[src/rtl/serial_adder_pkg.sv]
// Shared state encodings and decode helper for the bit-serial adder.
// Build option: SERIAL_ADDER_SUB_EN adds a subtract request input to serial_adder.
package serial_adder_pkg;

  localparam logic [1:0] IDLE  = 2'd0;
  localparam logic [1:0] SHIFT = 2'd1;
  localparam logic [1:0] DONE  = 2'd2;

  // The spare encoding 2'd3 is folded onto IDLE so a corrupted state self-recovers.
  function automatic logic [1:0] norm_state(input logic [1:0] s);
    return (s == SHIFT || s == DONE) ? s : IDLE;
  endfunction

endpackage

[src/rtl/fa_cell.sv]
// Combinational full adder built from two half-adder stages and an OR for carry.
module fa_cell (
  input  logic a,
  input  logic b,
  input  logic ci,
  output logic s,
  output logic co
);

  logic hs1, hc1, hc2;

  assign hs1 = a ^ b;
  assign hc1 = a & b;
  assign s   = hs1 ^ ci;
  assign hc2 = hs1 & ci;
  assign co  = hc1 | hc2;

endmodule

[src/rtl/serial_adder.sv]
// Bit-serial LSB-first adder: one full-adder cell, WIDTH clocks per operation.
// Build option: SERIAL_ADDER_SUB_EN adds input sub (a - b via ~b and carry-in 1).
module serial_adder
  import serial_adder_pkg::*;
#(
  parameter  int WIDTH = 8,
  localparam int CNT_W = $clog2(WIDTH + 1)
) (
  input  logic             clk,
  input  logic             rst,
  input  logic             start,
  input  logic [WIDTH-1:0] a,
  input  logic [WIDTH-1:0] b,
  input  logic             cin,
`ifdef SERIAL_ADDER_SUB_EN
  input  logic             sub,
`endif
  output logic [WIDTH-1:0] sum,
  output logic             cout,
  output logic             busy,
  output logic             done
);

  localparam logic [CNT_W-1:0] LAST = CNT_W'(WIDTH - 1);

  logic [1:0]       state;
  logic [WIDTH-1:0] shift_a, shift_b;
  logic [WIDTH-2:0] psum;
  logic             carry;
  logic [CNT_W-1:0] cnt;
  logic             bit_s, bit_co;
  logic [WIDTH-1:0] psum_next;
  logic [WIDTH-1:0] b_load;
  logic             c_load;

`ifdef SERIAL_ADDER_SUB_EN
  assign b_load = sub ? ~b : b;
  assign c_load = sub ? 1'b1 : cin;
`else
  assign b_load = b;
  assign c_load = cin;
`endif

  fa_cell u_fa (
    .a  (shift_a[0]),
    .b  (shift_b[0]),
    .ci (carry),
    .s  (bit_s),
    .co (bit_co)
  );

  // Partial sum fills from the MSB down; after WIDTH-1 shifts the new bit completes it.
  assign psum_next = {bit_s, psum};

  always_ff @(posedge clk or posedge rst) begin
    if (rst) begin
      state   <= IDLE;
      shift_a <= '0;
      shift_b <= '0;
      psum    <= '0;
      carry   <= 1'b0;
      cnt     <= '0;
      sum     <= '0;
      cout    <= 1'b0;
    end else begin
      case (norm_state(state))
        SHIFT: begin
          psum    <= psum_next[WIDTH-1:1];
          shift_a <= shift_a >> 1;
          shift_b <= shift_b >> 1;
          carry   <= bit_co;
          cnt     <= cnt + CNT_W'(1);
          if (cnt == LAST) begin
            sum   <= psum_next;
            cout  <= bit_co;
            state <= DONE;
          end
        end
        DONE: state <= IDLE;
        default: begin
          state <= IDLE;
          if (start) begin
            shift_a <= a;
            shift_b <= b_load;
            carry   <= c_load;
            cnt     <= '0;
            state   <= SHIFT;
          end
        end
      endcase
    end
  end

  assign busy = (norm_state(state) == SHIFT);
  assign done = (norm_state(state) == DONE);

endmodule

[config.mk]
export PLATFORM = sky130hd
export DESIGN_NAME = serial_adder
export DESIGN_NICKNAME = d
export VERILOG_FILES = /design/src/rtl/serial_adder_pkg.sv /design/src/rtl/fa_cell.sv /design/src/rtl/serial_adder.sv
export SDC_FILE = /design/constraint.sdc
export NUM_CORES = 1
export LEC_CHECK = 0
export CAP_MARGIN = 0
export CELL_PAD_IN_SITES_DETAIL_PLACEMENT = 1
export CELL_PAD_IN_SITES_GLOBAL_PLACEMENT = 1
export CORE_ASPECT_RATIO = 0.5
export CORE_MARGIN = 2
export CORE_UTILIZATION = 50
export CTS_BUF_LIST = sky130_fd_sc_hd__clkbuf_8
export DETAILED_ROUTE_END_ITERATION = 16
export DONT_BUFFER_PORTS = 1
export GPL_TIMING_DRIVEN = 0
export PLACE_DENSITY = 0.77
export SKIP_LAST_GASP = 1
export SLEW_MARGIN = 30
export SYNTH_ARGS = -nofsm -noshare
export SYNTH_HDL_FRONTEND = slang
export SYNTH_SLANG_ARGS = --single-unit
[constraint.sdc]
create_clock -name clk -period 1.7 [get_ports clk]
set_clock_uncertainty 0.05 [all_clocks]
set_input_delay 0.34 -clock clk [delete_from_list [all_inputs] [get_ports clk]]
set_output_delay 0.34 -clock clk [all_outputs]
set_load 0.005 [all_outputs]
Word-level counts from Yosys, hierarchy flattened --
Cells that the tools add are included.
Cells by class: add/subtract/negate cells 1, equality and inequality tests 6, multiplexer cells 12, bitwise gates (word level) 6, reductions and logical operators 4
Operators with widths (count):
- $pmux 8 s2 | 2
- $mux 8 | 2
- $pmux 4 s2 | 1
- $add 4x1->4 const B | 1
- $eq 2x1->1 const B | 2
- $eq 2x2->1 const B | 2
- $eq 4x3->1 const B | 1
- $mux 2 | 2
- $mux 4 | 1
- $pmux 2 s2 | 1
- $reduce_and 2->1 | 2
- $and 1x1->1 | 2
- $mux 1 | 2
- $ne 2x1->1 const B | 1
- $pmux 1 s2 | 1
- $reduce_bool 2->1 | 1
- $xor 1x1->1 | 2
- $logic_or 1x1->1 | 1
- $not 1->1 | 1
- $or 1x1->1 | 1
Storage, ports and cells: flip-flop bits (word level) 39, input bits 20

Logic depth before layout (Yosys ltp) --
word-level depth 6, gate-level depth with buffers 6

Hierarchy --
From an unflattened synthesis, not the netlist that was laid out.
Unflattened totals: cell total of the unflattened synthesis 136, area total of the unflattened synthesis 1716.6 µm²
By module, submodules not included:
- serial_adder | instances 1, cells an instance 135, area an instance 1696.6 µm², sequential area each 975.9 µm²
- fa_cell | instances 1, cells an instance 1, area an instance 20.0 µm², sequential area each 0.0 µm²

Least setup slack after synthesis --
OpenSTA, ideal clock, no wires.
path type flip-flop to flip-flop, start point register state[1], end point register cout, setup time 0.125 ns, arrival 1.276 ns, data required time 1.525 ns, setup slack 0.249 ns, stages on the path, launching flop included 6, path buffers 1, period minus slack after synthesis 1.451 ns, cell sequence dfrtp_1 inv_1 ha_1 buf_4 nand2_4 mux2_4
On the way: word-level cells in the longest chain between the ends 5
Ends and longest elaborated chain:
- start, declared | RTL line serial_adder.sv:26 | logic [1:0] state;
- start signal, assigned | RTL line serial_adder.sv:57 | state <= IDLE;
- start signal, assigned | RTL line serial_adder.sv:76 | state <= DONE;
- start signal, assigned | RTL line serial_adder.sv:79 | DONE: state <= IDLE;
- $eq 2x1->1 / $eq 2x2->1 (equally long branches)
- $logic_or 1x1->1
- $mux 2 (*)
- $eq 2x1->1 (*)
- net busy | RTL line serial_adder.sv:20 | output logic busy,
- $reduce_and 2->1 (no line) (*)
- end signal, assigned | RTL line serial_adder.sv:75 | cout <= bit_co;
- end, declared | RTL line serial_adder.sv:19 | output logic cout,
The timed path passes the listed nets; every way through them passes the cells marked *. A chain may end at the register's enable or synchronous reset.

Final worst setup path --
start point register state[0], end point register cnt[0]
On the way: word-level cells in the longest chain between the ends 6
Ends and longest elaborated chain:
- $eq 2x1->1 / $eq 2x2->1 (equally long branches)
- $logic_or 1x1->1
- $mux 2 (*)
- $eq 2x2->1 (*)
- net done | RTL line serial_adder.sv:21 | output logic done
- $not 1->1 (no line)
- $reduce_and 2->1 (no line)
- end signal, assigned | RTL line serial_adder.sv:72 | cnt <= cnt + CNT_W'(1);
- end, declared | RTL line serial_adder.sv:30 | logic [CNT_W-1:0] cnt;
Marks and branches as above.

==> impl_summary.txt <==
----------------------------------------------------
[Worst hold path]
  End point of the most critical hold path ... state[0]
  Hold Crit Class ... input port to flip-flop
  Worst Hold Depth ... 2
  Hold Path Origin ... start

[GRT]
  Layer carrying the most global-route usage ... met2
  Fraction of met1 tracks used by global routing ... 0.240
  Routing usage on met3 ... 0.0562
  Met2 usage in global routing ... 0.297
  Largest net degree at the start of global routing ... 24
  Number of global-route vias before repair ... 1,116
  Remaining global-route overflow ... 0
  Global Route Usage Sum ... 0.182
  First-pass GRT wire length ... roughly 5.3 mm
  Antenna violations before repair ... 0

[Worst setup path]
  Worst Setup End Kind ... flip-flop
  Setup slack of the most critical reg-to-reg path ... around 82 ps
  Critical path buffers and inverters ... 2
  Peak per-stage delay on the critical path ... ~380 ps
  Data required, critical path ... 1850 ps
  CP max stage cell ... sky130_fd_sc_hd__dfrtp_1
  Worst r2r path cells ... 6
  Startpoint of the most critical register-to-register path ... state[0]
  Worst path cell trace ... inv_1, ha_1, o21bai_4, buf_2, nand2_1, o21ai_1
  Reg2reg end ... cnt[0]
  Arrival time of the worst setup path ... 1770 ps
  Crit start category ... flip-flop
  Critical path start-end classification ... flip-flop to flip-flop
  Family with the most delay on the worst path ... flip-flops
  Worst Path Max Fanout ... 10

[Placed design]
  Final estimated routing congestion in global placement ... 0.691
  Post-placement setup slack ... 43.1 ps
  Port Buffer Count ... 0
  Total half-perimeter wirelength after legalization and detailed placement ... 2.40 mm
  Placed cells ... 194
  Post-placement cell area ... 1850 um^2

[Final layout]
  Antenna Cells ... 0
  Commonest cells after routing, fill and taps aside ... sky130_fd_sc_hd__dfrtp_1, sky130_fd_sc_hd__nand2_1, sky130_fd_sc_hd__o21ai_1
  Net count of the finished layout ... 175
  Final std cells w/o fill ... 201
  Flip-flop and latch area ... 976 um^2
  Final-layout fill cell count ... 353
  Design Area, Final ... 1950 um^2
  Synthesis-to-layout area growth ... 10.6%
  Fraction of layout cells with a size suffix above 1 ... 0.180
  Commonest non-fill, non-tap cell in the layout ... sky130_fd_sc_hd__dfrtp_1
  Area of the multi-input gates ... 739 um^2

[STA]
  Period minus WS final ... 1620 ps
  Period utilisation layout ... 0.952
  Max-slew violation count ... 0
  Transition at the pin with the smallest max-transition slack ... 385 ps
  Hold violation total from the final report ... 0
  Max Fclk ... 618 MHz
  Finish-stage setup viols ... 0
  Worst slew slack as a fraction of its limit ... 0.743
  Final critical-path setup slack ... approximately 82 ps
  Smallest hold slack ... between 150 and 200 ps

[Clock tree]
  H-tree depth ... 2
  Maximum clock insertion buffer count ... 2
  TritonCTS buffer count ... 5
  Clock sink count ... 39
  Setup repair bufs after CTS ... 0
  Clock tree root buffer cell ... sky130_fd_sc_hd__clkbuf_8
  Clock latency at the later pin of the worst-skew pair ... 280 ps
  Clock tree from TritonCTS ... done
  Clock slew at reported path FFs ... 70 ps

[Synth]
  Post-Syn Nets ... 166
  Post-synthesis sequential area ratio ... 0.555
  Share of flip-flops with an asynchronous set or reset after synthesis ... 1.00
  Flops & latches, synth ... 39
  Post-Synthesis Cells ... 142
  Number of distinct library cells after synthesis ... 24
  Count of warnings emitted by yosys ... 0
  Post-synth design cell area ... between 1500 and 2000 um^2
  Most instantiated flip-flop cell in the synthesis netlist ... sky130_fd_sc_hd__dfrtp_1
  EDFF count, synth ... 0
  Syn avg cell area ... 12.4 um^2

[Detailed routing]
  Number of vias in the routed layout ... 1,066
  Final wirelength ... 3.32 mm
  Detail-routed via count per cell ... 5.30
  DR DRC count ... 0
  Wire length per cell after detailed routing ... 16.5 um
  Post-route ant nets ... 0
  Total iterations of the first detailed-routing run ... 2
  Initial DRC Count ... 30

[Floorplanning]
  Number of rows created at floorplan ... 15
  Num ports ... 31
  Die outline area ... 4040 um^2
  Die height ... around 46 um
  Overall die width ... 87.9 um
  Core ar. ... about 3400 um^2
  Initial core utilization ... 0.518

[Power and ir drop]
  Leak ... 0.923 nW
  PwrDens ... 1600 nW/um^2
  IR Drop Worst-Case VDD ... 0.000842 V
  Overall power ... 3.11 mW

[Flow run]
  Max-capacitance violation count ... 0

[Run status]
  Outcome ... completed

----------------------------------------------------
## logic make-up after synthesis
kind of cell | synth area share
compound gates | 0.0804
buf+inv | 0.0306
simple gates | 0.0825
flops | 0.555
mux | 0.219
fa+ha+maj | 0.0327
## worst reg2reg max path, cell delays in order, from the launching register on
cell                       delay [ps]
sky130_fd_sc_hd__dfrtp_1          380
sky130_fd_sc_hd__inv_1             80
sky130_fd_sc_hd__ha_1             330
sky130_fd_sc_hd__o21bai_4         240
sky130_fd_sc_hd__buf_2            270
sky130_fd_sc_hd__nand2_1          100
sky130_fd_sc_hd__o21ai_1           90
## metal layers
layer  vias to the layer above  wire length, um
li1                        505                -
met1                       537             1590
met2                        22             1580
met3                         2              143
met4                         0                8
met5                         -                0
## state kept, by name, indices dropped and copies added (netlist names)
name and count:
shift_a 8, sum 8, carry 1, state 2
shift_b 8, psum 7, cnt 4, cout 1
## final cells by class
cell class	instances	area share
Buffer	6	0.0212
Clock buffer	5	0.0354
Sequential cell	39	0.502
Tap cell	51	0.0328
Inverter	4	0.00772
Timing Repair Buffer	2	0.0193
Multi-Input combinational cell	93	0.380
Clock inverter	1	0.00193
## where the power goes
| part | total [mW] | internal (mW) | switching (mW) |
|---|---|---|---|
| Sequential | 1.52 | 1.29 | 0.237 |
| Clock | 0.549 | 0.267 | 0.282 |
| Combinational | 1.04 | 0.516 | 0.526 |
## Yosys cell counts (2+ instances only)
master | instances | area share
sky130_fd_sc_hd__mux2_1 | 7 | 0.045
sky130_fd_sc_hd__mux2_4 | 9 | 0.077
sky130_fd_sc_hd__inv_1 | 4 | 0.0085
sky130_fd_sc_hd__ha_1 | 3 | 0.021
sky130_fd_sc_hd__nor2b_1 | 4 | 0.014
sky130_fd_sc_hd__a21oi_1 | 2 | 0.0057
sky130_fd_sc_hd__dfrtp_1 | 39 | 0.55
sky130_fd_sc_hd__nand3_1 | 2 | 0.0057
sky130_fd_sc_hd__mux2i_1 | 16 | 0.091
sky130_fd_sc_hd__o21ai_1 | 19 | 0.054
sky130_fd_sc_hd__buf_2 | 4 | 0.011
sky130_fd_sc_hd__nand2_1 | 21 | 0.045
## timing repair
item                                    CTS  global route
endpoints found under the setup margin    0            26
hold buffers                              1             0
endpoints found under the hold margin    16             0
resized for setup                         0             3
## stage by stage
stage	utilization	setup TNS [ps]
5_1_grt	0.573	-19.9
3_5_place_dp	0.545	0
2_1_floorplan	-	0
3_3_place_gp	0.537	-1.34
4_1_cts	0.569	0
6_report	0.573	0
## worst max path at each step
stage | startpoint | cells after the start | to | slack (ps)
2_1_floorplan | state[1] | 5 | cout | 250
3_3_place_gp | rst | 1 | shift_a[4] | -0.4
3_5_place_dp | state[0] | 6 | cnt[0] | 40
4_1_cts | state[1] | 6 | cnt[0] | 30
5_1_grt | state[0] | 6 | cnt[0] | -10
6_report | state[0] | 6 | cnt[0] | 80
Note: power is estimated with default switching activity, not from simulation.
